--- src/rtl/a2d_spi_resp_pkg.sv ---
// Shared types and frame constants for the A2D SPI responder.
// The channel select field sits in command bits [13:11].
package a2d_resp_pkg;

  typedef enum logic [1:0] {IDLE, SHIFT, DONE} resp_state_t;

  localparam int FRAME_LEN = 16;
  localparam int CH_MSB    = 13;
  localparam int CH_LSB    = 11;
  localparam int BIT_CNT_W = 5;
  localparam int BIT_SAT   = 17;

endpackage

--- src/rtl/a2d_spi_resp_edge_sync.sv ---
// Multi-stage synchronizer for one asynchronous SPI pin, followed by an edge detector.
// RST_VAL is the idle level of the pin, so leaving reset never produces a false edge.
module spi_edge_sync #(
  parameter int   STAGES  = 2,
  parameter logic RST_VAL = 1'b0
) (
  input  logic clk,
  input  logic rst_n,
  input  logic din,
  output logic level,
  output logic rise,
  output logic fall
);

  logic [STAGES-1:0] sync_reg;
  logic              prev_reg;

  always_ff @(posedge clk or negedge rst_n) begin
    if (!rst_n) begin
      sync_reg <= {STAGES{RST_VAL}};
      prev_reg <= RST_VAL;
    end else begin
      sync_reg <= {sync_reg[STAGES-2:0], din};
      prev_reg <= sync_reg[STAGES-1];
    end
  end

  assign level = sync_reg[STAGES-1];
  assign rise  = sync_reg[STAGES-1] & ~prev_reg;
  assign fall  = ~sync_reg[STAGES-1] & prev_reg;

endmodule

--- src/rtl/a2d_spi_resp.sv ---
// SPI responder modelling an 8-channel A2D converter: returns the channel selected by
// the previous command frame while capturing the current 16-bit command.
module a2d_spi_resp #(
  parameter int DATA_W      = 12,
  parameter int SYNC_STAGES = 2
) (
  input  logic                clk,
  input  logic                rst_n,
  input  logic                SS_n,
  input  logic                SCLK,
  input  logic                MOSI,
  output logic                MISO,
  input  logic [8*DATA_W-1:0] ch_data,
  output logic [15:0]         cmd,
  output logic                cmd_vld,
  output logic                frame_err,
  output logic [2:0]          chan_ptr,
  output logic [15:0]         trans_cnt
);

  import a2d_resp_pkg::*;

  localparam int FLUSH_W = $clog2(SYNC_STAGES + 1);

  logic ss_sync, ss_rise, ss_fall;
  logic sclk_level_unused, sclk_rise, sclk_fall;
  logic mosi_sync, mosi_rise_unused, mosi_fall_unused;

  spi_edge_sync #(.STAGES(SYNC_STAGES), .RST_VAL(1'b1)) u_ss_sync (
    .clk(clk), .rst_n(rst_n), .din(SS_n),
    .level(ss_sync), .rise(ss_rise), .fall(ss_fall)
  );

  spi_edge_sync #(.STAGES(SYNC_STAGES), .RST_VAL(1'b1)) u_sclk_sync (
    .clk(clk), .rst_n(rst_n), .din(SCLK),
    .level(sclk_level_unused), .rise(sclk_rise), .fall(sclk_fall)
  );

  spi_edge_sync #(.STAGES(SYNC_STAGES), .RST_VAL(1'b0)) u_mosi_sync (
    .clk(clk), .rst_n(rst_n), .din(MOSI),
    .level(mosi_sync), .rise(mosi_rise_unused), .fall(mosi_fall_unused)
  );

  logic [DATA_W-1:0] ch_arr [8];

  generate
    for (genvar gi = 0; gi < 8; gi++) begin : g_ch
      assign ch_arr[gi] = ch_data[gi*DATA_W +: DATA_W];
    end
  endgenerate

  resp_state_t          state_reg, state_next;
  logic [BIT_CNT_W-1:0] bit_cnt_reg, bit_cnt_next;
  logic [15:0]          rx_shft_reg, rx_shft_next;
  logic [15:0]          tx_shft_reg, tx_shft_next;
  logic [15:0]          cmd_reg, cmd_next;
  logic [2:0]           chan_ptr_reg, chan_ptr_next;
  logic [15:0]          trans_cnt_reg, trans_cnt_next;
  logic                 cmd_vld_reg, cmd_vld_next;
  logic                 frame_err_reg, frame_err_next;
  logic                 fall_pend_reg, fall_pend_next;
  logic [FLUSH_W-1:0]   flush_cnt_reg;
  logic                 armed_reg;
  logic                 flush_done;

  // A reset taken mid-frame must not let the tail of that frame look like a new one:
  // frames are only accepted once SS_n has been seen high after the chain has flushed.
  assign flush_done = (flush_cnt_reg == FLUSH_W'(SYNC_STAGES));

  always_ff @(posedge clk or negedge rst_n) begin
    if (!rst_n) begin
      flush_cnt_reg <= '0;
      armed_reg     <= 1'b0;
    end else begin
      if (!flush_done)
        flush_cnt_reg <= flush_cnt_reg + FLUSH_W'(1);
      armed_reg <= armed_reg | (flush_done & ss_sync);
    end
  end

  always_ff @(posedge clk or negedge rst_n) begin
    if (!rst_n) begin
      state_reg     <= IDLE;
      bit_cnt_reg   <= '0;
      rx_shft_reg   <= '0;
      tx_shft_reg   <= '0;
      cmd_reg       <= '0;
      chan_ptr_reg  <= '0;
      trans_cnt_reg <= '0;
      cmd_vld_reg   <= 1'b0;
      frame_err_reg <= 1'b0;
      fall_pend_reg <= 1'b0;
    end else begin
      state_reg     <= state_next;
      bit_cnt_reg   <= bit_cnt_next;
      rx_shft_reg   <= rx_shft_next;
      tx_shft_reg   <= tx_shft_next;
      cmd_reg       <= cmd_next;
      chan_ptr_reg  <= chan_ptr_next;
      trans_cnt_reg <= trans_cnt_next;
      cmd_vld_reg   <= cmd_vld_next;
      frame_err_reg <= frame_err_next;
      fall_pend_reg <= fall_pend_next;
    end
  end

  always_comb begin
    state_next     = state_reg;
    bit_cnt_next   = bit_cnt_reg;
    rx_shft_next   = rx_shft_reg;
    tx_shft_next   = tx_shft_reg;
    cmd_next       = cmd_reg;
    chan_ptr_next  = chan_ptr_reg;
    trans_cnt_next = trans_cnt_reg;
    cmd_vld_next   = 1'b0;
    frame_err_next = 1'b0;
    fall_pend_next = fall_pend_reg;

    case (state_reg)
      IDLE: begin
        if (armed_reg && (ss_fall || fall_pend_reg)) begin
          tx_shft_next   = 16'(ch_arr[chan_ptr_reg]);
          rx_shft_next   = '0;
          bit_cnt_next   = '0;
          fall_pend_next = 1'b0;
          state_next     = SHIFT;
        end
      end

      SHIFT: begin
        if (ss_rise) begin
          state_next = DONE;
        end else begin
          if (sclk_rise) begin
            rx_shft_next = {rx_shft_reg[14:0], mosi_sync};
            if (bit_cnt_reg != BIT_CNT_W'(BIT_SAT))
              bit_cnt_next = bit_cnt_reg + BIT_CNT_W'(1);
          end
          // The fall before the first rise is the back porch; MSB is already on MISO.
          if (sclk_fall && (bit_cnt_reg != '0))
            tx_shft_next = {tx_shft_reg[14:0], 1'b0};
        end
      end

      DONE: begin
        if (ss_fall)
          fall_pend_next = 1'b1;
        if (bit_cnt_reg == BIT_CNT_W'(FRAME_LEN)) begin
          cmd_next       = rx_shft_reg;
          chan_ptr_next  = rx_shft_reg[CH_MSB:CH_LSB];
          trans_cnt_next = trans_cnt_reg + 16'd1;
          cmd_vld_next   = 1'b1;
        end else begin
          frame_err_next = 1'b1;
        end
        state_next = IDLE;
      end

      default: state_next = IDLE;
    endcase
  end

  assign MISO      = ~ss_sync & tx_shft_reg[15];
  assign cmd       = cmd_reg;
  assign cmd_vld   = cmd_vld_reg;
  assign frame_err = frame_err_reg;
  assign chan_ptr  = chan_ptr_reg;
  assign trans_cnt = trans_cnt_reg;

endmodule

--- config.mk ---
export PLATFORM = sky130hd
export DESIGN_NAME = a2d_spi_resp
export DESIGN_NICKNAME = d
export VERILOG_FILES = /design/src/rtl/a2d_spi_resp_pkg.sv /design/src/rtl/a2d_spi_resp_edge_sync.sv /design/src/rtl/a2d_spi_resp.sv
export SDC_FILE = /design/constraint.sdc
export NUM_CORES = 1
export LEC_CHECK = 0
export ABC_AREA = 0
export CORE_AREA = 2 2 123 125
export CTS_CLUSTER_SIZE = 20
export DETAILED_ROUTE_END_ITERATION = 8
export DIE_AREA = 0 0 125 127
export PLACE_DENSITY = 0.55
export SLEW_MARGIN = 20
export SYNTH_ARGS = -nofsm -noshare
export SYNTH_HDL_FRONTEND = slang
export SYNTH_SLANG_ARGS = --single-unit
--- constraint.sdc ---
create_clock -name clk -period 2.6 [get_ports clk]
set_input_delay 0.39 -clock clk [delete_from_list [all_inputs] [get_ports clk]]
set_output_delay 0.39 -clock clk [all_outputs]
set_load 0.02 [all_outputs]
==> results.cfg, run 1 <==
[clock_network]
clk_path_buf_depth = 2
cts_sinks = 85
cts-root-buf = clkbuf_16
cts_tree = done
htreeDepth = 3
cts-resized-gates = 0
clkLatencyLatePin_ns = 0.34
cts_setup_buffers = 0
cts-hold-fix-buffers = 0
cts_buffers = 9
clk_pin_slew_worst_paths_ns = 0.06

[setup_path]
crit_start = cmd[12]
crit_required_ns = 2.21
path_cells = clkdlybuf4s50_1
crit_path_end_kind = primary output
critPathTopFamily = buffers and inverters
setup.worst_path.class = reg -> out
cp_num_buf_inv = 1
crit_arrival_ns = 1.68
startpoint_type = flop
max_stage_delay_ns = 0.70
worstReg2RegStart = bit_cnt_reg[0]
cp_slowest_cell = clkdlybuf4s50_1
crit_fanout = 9

[timing]
fin_setup_tns_ns = 0
hold_violations = 0
slew_viol_final = 0
finalCritPeriodShare_pct = 79.5
rsz0062_at_grt = no
finalCriticalPeriod_ns = 2.07
timing.hold.ws_ns = 0.0274
fmax_mhz = 484
max_slew_margin_pct = 60.0
setup_viol = 0
tightestPinTransition_ns = 0.595
fin_skew_ns = 0.00540

[power_and_ir_drop]
power_leakage_uw = 0.00248
vdd_drop_max_uv = 391
power_density_mw_per_mm2 = 607

[layout]
nNetsFinal = 608
synthToLayoutAreaGrowth_pct = 44.3
antennaDiodeCount = 0
final_layout_size_suffix_gt1_share_pct = 15.0

[logic_synthesis]
ys_async_sr_fraction_pct = 100
synth_area_leaders = dfrtp_1, mux4_2, mux2i_1
ys.flop_type = dfrtp_1
avgSynthCellArea_sq_um = 11.8
yosysSeqAreaShare_pct = 49.5
synth_edf_count = 0
ys_top_cells_by_count = dfrtp_1, nand2_1, inv_1, mux2i_1
synth_top_area_share_pct = 45.8
yosysMostFrequentCell = dfrtp_1
synth_top_cell_by_area = dfrtp_1
synth.distinct_cells = 46
synthesis.nets = 473
yosys_register_bits = 85
synthCells = 367
yosysWarningCount = 0
synth_area_sq_mm = 0.00432

[grt]
grt_usage_pct = 14.4
grt_max_degree = 48
grt_pass1_vias = 3558
grt_pass1_wl_microns = 18300
antenna_found_initial = 0
overflow = 0

[route]
ant_nets = 0
via_count = 3298
avgViaCountPerCell = 4.77
drt-total-wl_microns = 11300
drc = 0
drt_first_pass_iters = 4
wl_per_cell_microns = 16.3
drt-initial-drc-count = 211

[die]
row_count = 44
dieArea_sq_mm = 0.0159
die_h_microns = 127
start_util_pct = 29.9
die-width_microns = 125
ios = 139
core_sq_mm = 0.0144

[placement]
place.gp.congestion = 0.787
port_buffers = 138
hpwlAfterDp_microns = 8590

[run_status]
outcome = complete, no violations

[run]
cap_violations = 0

[min_path]
holdCritPathClass = in -> async
==> worst reg2reg max path, cell delays in order, from the launching register on <==
cell and delay, ns:
dfrtp_1 0.43, inv_1 0.10, ha_1 0.22, nand4bb_4 0.14
nand2b_4 0.32, or4_1 0.56, xnor2_1 0.14
==> layout by cell type (no fill, tap or decap), types with 2 or more instances in the layout <==
cell type          n
a21o_1             2
a32o_1             2
buf_12             2
buf_4              9
bufinv_16          2
clkbuf_16          9
clkbuf_8           2
clkdlybuf4s50_1  137
clkinv_2           2
dfrtp_1           79
dfstp_2            6
ha_1               5
inv_1             27
mux2_1             2
mux2i_1           26
mux4_2            24
nand2_1           56
nand2b_1           5
nand3_1           14
nand4_1            5
nor2_1             6
nor2b_1            5
nor3_1             4
nor4_1             2
nor4_2             2
o211ai_1           2
o21ai_0           24
o221a_2           11
xnor2_1            9
xor2_1             7
==> layer usage <==
| layer | GRT usage (%) | vias up | share of wire, % |
|---|---|---|---|
| met5 | 0 | - | 0 |
| met4 | 5.75 | 0 | 2.1 |
| met3 | 3.02 | 16 | 3.9 |
| met2 | 23.8 | 64 | 49 |
| met1 | 18.7 | 1647 | 45 |
| li1 | - | 1571 | - |
==> through the flow <==
stage	std cells	cell area (sq um)	worst slack, ns	util, %	power, uW
floorplan	367	4320	0.662	-	2080
global placement	675	5900	0.636	40.9	2380
detailed placement	675	5900	0.584	40.9	2410
CTS	691	6230	0.464	43.2	3830
global route	691	6230	0.420	43.2	3970
finish	691	6230	0.532	43.2	3780
==> area by class of cell <==
class                   count  area, sq um
fillers                  1374         8200
clock buffers              12          256
well taps                 184          230
flip-flops and latches     85         2130
inverters                  27          101
multi-input cells         231         1950
repair buffers            148         1480
clock inverters             4         70.1
==> path summary, 6_finish.rpt <==
path / endpoint / slack [ns] / cells past startpoint
min in group clk: u_mosi_sync.sync_reg[1] / 0.35 / 0
setup / recovery: cmd[12] / 0.53 / 1
hold reg to reg: u_mosi_sync.sync_reg[1] / 0.35 / 0
setup reg to reg: trans_cnt[6] / 0.59 / 6
hold / removal: tx_shft_reg[10] / 0.03 / 1
max in group asynchronous: u_sclk_sync.prev_reg / 1.89 / 2
==> report_power, final <==
part	internal, uW	switching (uW)
Clock	891	509
Sequential	1490	115
Combinational	422	360
==> logic make-up (layout without fill, tap and decap cells) <==
family	Yosys count	in the layout	synth area share, %
flops	85	85	49.5
simple gates	110	110	13.4
fa+ha+maj	5	5	1.45
buf+inv	51	191	5.25
compound gates	48	48	8.15
mux	52	52	19.1
xor+xnor	16	16	3.25
Note: power is estimated with default switching activity, not from simulation.
==> run 2, diff against run 1 <==
- PLACE_DENSITY: 0.55 -> 0.57
- clock period: 2.6 -> 1.9 ns (I/O delays scaled with it)
==> results.cfg, run 2 (same netlist as run 1, synthesis figures left out) <==
[run_status]
outcome = complete, but fails checks
violations = negative hold slack

[placement]
hpwlAfterDp_microns = 8620
placed_area_sq_mm = 0.00597
dp_cells = 683
dp_slack_ns = -0.0265
place.gp.congestion = 0.882
port_buffers = 138

[run]
cap_violations = 0

[die]
die-width_microns = 125
dieArea_sq_mm = 0.0159
ios = 139
core_sq_mm = 0.0144
die_h_microns = 127
row_count = 44
start_util_pct = 29.9

[route]
via_count = 3350
drc = 0
drt_first_pass_iters = 4
wl_per_cell_microns = 16.3
avgViaCountPerCell = 4.77
drt-total-wl_microns = 11500
drt-initial-drc-count = 171
ant_nets = 0

[setup_path]
crit_path_end_kind = primary output
startpoint_type = flop
crit_required_ns = 1.62
crit_arrival_ns = 1.55
crit_fanout = 27
setup.worst_path.class = reg -> out

[layout]
antennaDiodeCount = 0
stdcell_count = 703
final_common_cell = clkdlybuf4s50_1
nNetsFinal = 620
final_layout_size_suffix_gt1_share_pct = 17.5
final_area_sq_mm = 0.00631
synthToLayoutAreaGrowth_pct = 46.3
layout_common_cells = clkdlybuf4s50_1, dfrtp_1, nand2_1, inv_1, mux2i_1

[grt]
antenna_found_initial = 0
overflow = 0
grt_usage_pct = 14.4
grt_pass1_vias = 3566
grt_pass1_wl_microns = 18300
grt_max_degree = 86

[timing]
max_slew_margin_pct = 69.2
slew_viol_final = 0
fmax_mhz = 546
finalCritPeriodShare_pct = 96.4
fin_skew_ns = 0.00516
timing.hold.ws_ns = -0.0295
tightestPinTransition_ns = 0.461
finalCriticalPeriod_ns = 1.83
rsz0062_at_grt = no
setup_viol = 0
setup_slack_ns = 0.0691
hold_violations = 25

[clock_network]
htreeDepth = 3
cts-hold-fix-buffers = 0
cts-root-buf = clkbuf_16
clkLatencyLatePin_ns = 0.33
cts_tree = done
cts_buffers = 9
clk_pin_slew_worst_paths_ns = 0.06
cts_sinks = 85
clk_path_buf_depth = 2

[min_path]
holdCritPathClass = in -> async

[power_and_ir_drop]
vdd_drop_max_uv = 509
power_density_mw_per_mm2 = 795
fin_total_pwr_uw = 5020
power_leakage_uw = 0.00255
## run 2: layout make-up
class                           count  area, sq um
Sequential cell                    85         2140
Fill cell                        1396         8110
Tap cell                          184          230
Clock inverter                      3         20.0
Multi-Input combinational cell    232         1980
Clock buffer                       13          260
Timing Repair Buffer              159         1580
Inverter                           27          101
## run 2: per-stage QoR
| stage | setup TNS, ns | utilization [%] |
|---|---|---|
| after global placement | 0 | 41.4 |
| final | 0 | 43.8 |
| after CTS | 0 | 43.4 |
| after floorplan | 0 | - |
| after global routing | 0 | 43.8 |
| after detailed placement | -0.181 | 41.4 |
## run 2: per-layer routing
metal | track usage (%) | vias to the layer above | wire [microns]
li1 | - | 1597 | -
met1 | 19.0 | 1677 | 5120
met2 | 23.8 | 61 | 5840
met3 | 2.89 | 15 | 301
met4 | 5.16 | 0 | 223
met5 | 0 | - | 0
## run 2: worst max-delay path: stages, from the launching register on
cell and delay (ns):
dfrtp_1 0.37, buf_12 0.20, clkdlybuf4s50_1 0.64
## run 2: path summary, 6_finish.rpt
kind,slack (ns),to,start,cells after the start
max,0.07,chan_ptr[2],cmd[13],2
min,-0.03,tx_shft_reg[12],rst_n,2
max reg2reg,0.12,trans_cnt[9],bit_cnt_reg[0],6
min reg2reg,0.36,u_mosi_sync.sync_reg[1],u_mosi_sync.sync_reg[0],0
max in group asynchronous,1.53,cmd[12],rst_n,2
min in group clk,0.36,u_sclk_sync.sync_reg[0],SCLK,1
## run 2: timing repair
action                                  CTS  global route
cloned                                    0             3
endpoints found under the setup margin   11            29
pin swaps                                 0             2
gates resized for setup                   1            10
buffers inserted                          0             1
## run 2: power breakdown
part / leakage (uW) / switching, uW / internal (uW)
clock: 0.000132 / 687 / 956
combinational: 0.00130 / 544 / 654
sequential: 0.00111 / 143 / 2030
total: 0.00255 / 1370 / 3640
==> run 3, diff against run 2 <==
- GPL_TIMING_DRIVEN: not set -> 0
==> results.cfg, run 3 (same netlist as run 1, synthesis figures left out) <==
[layout]
layout_common_cells = clkdlybuf4s50_1, dfrtp_1, nand2_1, mux2i_1, inv_1
final_layout_size_suffix_gt1_share_pct = 19.4
synthToLayoutAreaGrowth_pct = 50.7
final_common_cell = clkdlybuf4s50_1
nNetsFinal = 631
antennaDiodeCount = 0
final_util_pct = 45.1
final_area_sq_mm = 0.00650
fillCellCount = 1347

[timing]
fmax_mhz = 537
finalCriticalPeriod_ns = 1.86
timing.hold.ws_ns = 0.349
tightestPinTransition_ns = 0.509
slew_viol_final = 0
setup_viol = 0
finalCritPeriodShare_pct = 98.1
rsz0062_at_grt = yes
fin_setup_tns_ns = 0
max_slew_margin_pct = 66.1
hold_violations = 0
fin_skew_ns = 0.00781

[power_and_ir_drop]
vdd_drop_max_uv = 471
fin_total_pwr_uw = 5280
power_frac_seq_pct = 42.1
intPower_uw = 3760
p_clk_share_pct = 31.4
combPwrFrac_pct = 26.6
p_switching_uw = 1520
p_sw_share_pct = 28.8
power_density_mw_per_mm2 = 811
power_leakage_uw = 0.00260

[setup_path]
crit_path_end_kind = flop
startpoint_type = flop
worstReg2RegStart = bit_cnt_reg[1]
reg2reg_slack_ns = 0.04
crit_fanout = 5
crit_arrival_ns = 2.09
r2r_cells = 7
crit_required_ns = 2.12
reg2reg_to = tx_shft_reg[8]
setup.worst_path.class = reg -> reg

[route]
avgViaCountPerCell = 4.80
via_count = 3424
drt-initial-drc-count = 155
wl_per_cell_microns = 16.6
drt_first_pass_iters = 4
drc = 0
ant_nets = 0
drt-total-wl_microns = 11900

[grt]
grt_usage_pct = 14.6
grt_pass1_wl_microns = 18600
grt_use_met3_pct = 3.27
met1_usage_pct = 19.0
use_met2_pct = 24.8
grt-busiest-layer = met2
grt_pass1_vias = 3547
grt_max_degree = 55
antenna_found_initial = 0
overflow = 0

[min_path]
whs_path_depth = 0
holdCritPathClass = reg -> reg
holdCritStartpoint = u_mosi_sync.sync_reg[0]
min_to = u_mosi_sync.sync_reg[1]

[die]
start_util_pct = 29.9
core_sq_mm = 0.0144
row_count = 44
die-width_microns = 125
dieArea_sq_mm = 0.0159
die_h_microns = 127
ios = 139

[clock_network]
cts_sinks = 85
clkLatencyLatePin_ns = 0.34
cts_buffers = 9
clk_path_buf_depth = 2
cts_tree = done
cts-root-buf = clkbuf_16
htreeDepth = 3
clk_pin_slew_worst_paths_ns = 0.07

[placement]
hpwlAfterDp_microns = 9090
placed_area_sq_mm = 0.00596
place.gp.congestion = 0.852
port_buffers = 138

[run_status]
outcome = complete, no violations

[run]
cap_violations = 0
run 3: cell types whose count changed in the layout (fill, tap and decap cells not counted), sizes merged:
cell,delta
clkdlybuf4s50,+2
dlymetal6s2s,-2
dlygate4sd3,+1
nand2,-1
inv,+3
clkinv,+1
clkbuf,+7
run 3: power by group through the flow:
stage | Combinational (uW) | Sequential [uW] | Clock (uW)
after detailed placement | 1100 | 2210 | 0
final | 1400 | 2220 | 1660
after floorplan | 675 | 2170 | 0
after global routing | 1530 | 2240 | 1770
after CTS | 1180 | 2180 | 1720
after global placement | 1060 | 2210 | 0
run 3: worst max path at each step:
stage | start | end | slack [ns] | cells past startpoint
floorplan | cmd[11] | tx_shft_reg[10] | 0.05 | 6
global placement | rst_n | cmd[2] | -2.58 | 1
detailed placement | cmd[13] | tx_shft_reg[8] | -0.29 | 6
CTS | bit_cnt_reg[0] | tx_shft_reg[4] | 0.004 | 7
global route | bit_cnt_reg[1] | tx_shft_reg[8] | -0.03 | 7
finish | bit_cnt_reg[1] | tx_shft_reg[8] | 0.04 | 7
run 3: area by class of cell:
type / instances / area (sq um) / area share [%]
Tap cell: 184 / 230 / 3.54
Buffer: 24 / 175 / 2.69
Multi-Input combinational cell: 231 / 2090 / 32.2
Sequential cell: 85 / 2140 / 32.8
Clock inverter: 7 / 57.6 / 0.885
Inverter: 27 / 101 / 1.56
Clock buffer: 9 / 225 / 3.46
Timing Repair Buffer: 147 / 1490 / 22.8
run 3: timing repair:
item                                    CTS  global route
endpoints found under the setup margin   34            33
hold buffers                              1             0
resized for setup                        14            33
gates cloned                              0             1
pin swaps                                 0            13
setup buffers                             1             5
hold endpoints to repair                 27             0
run 3: per-layer routing:
layer	routed length, microns	up-vias	part of all wire [%]
li1	-	1622	-
met1	5240	1730	44
met2	6110	57	51
met3	320	15	2.7
met4	211	0	1.8
met5	0	-	0
run 3: critical path: stages (launching register included):
cell     delay [ns]
dfrtp_1        0.41
inv_2          0.09
ha_4           0.15
or4b_4         0.45
nand4_1        0.16
nand2_2        0.10
buf_6          0.15
o221a_2        0.23
run 3: stage by stage:
step                      std cells  setup slack (ns)
final                           714            0.0363
after global routing            714           -0.0326
after CTS                       708           0.00394
after detailed placement        690            -0.288
after global placement          689             -2.58
after floorplan                 367            0.0546
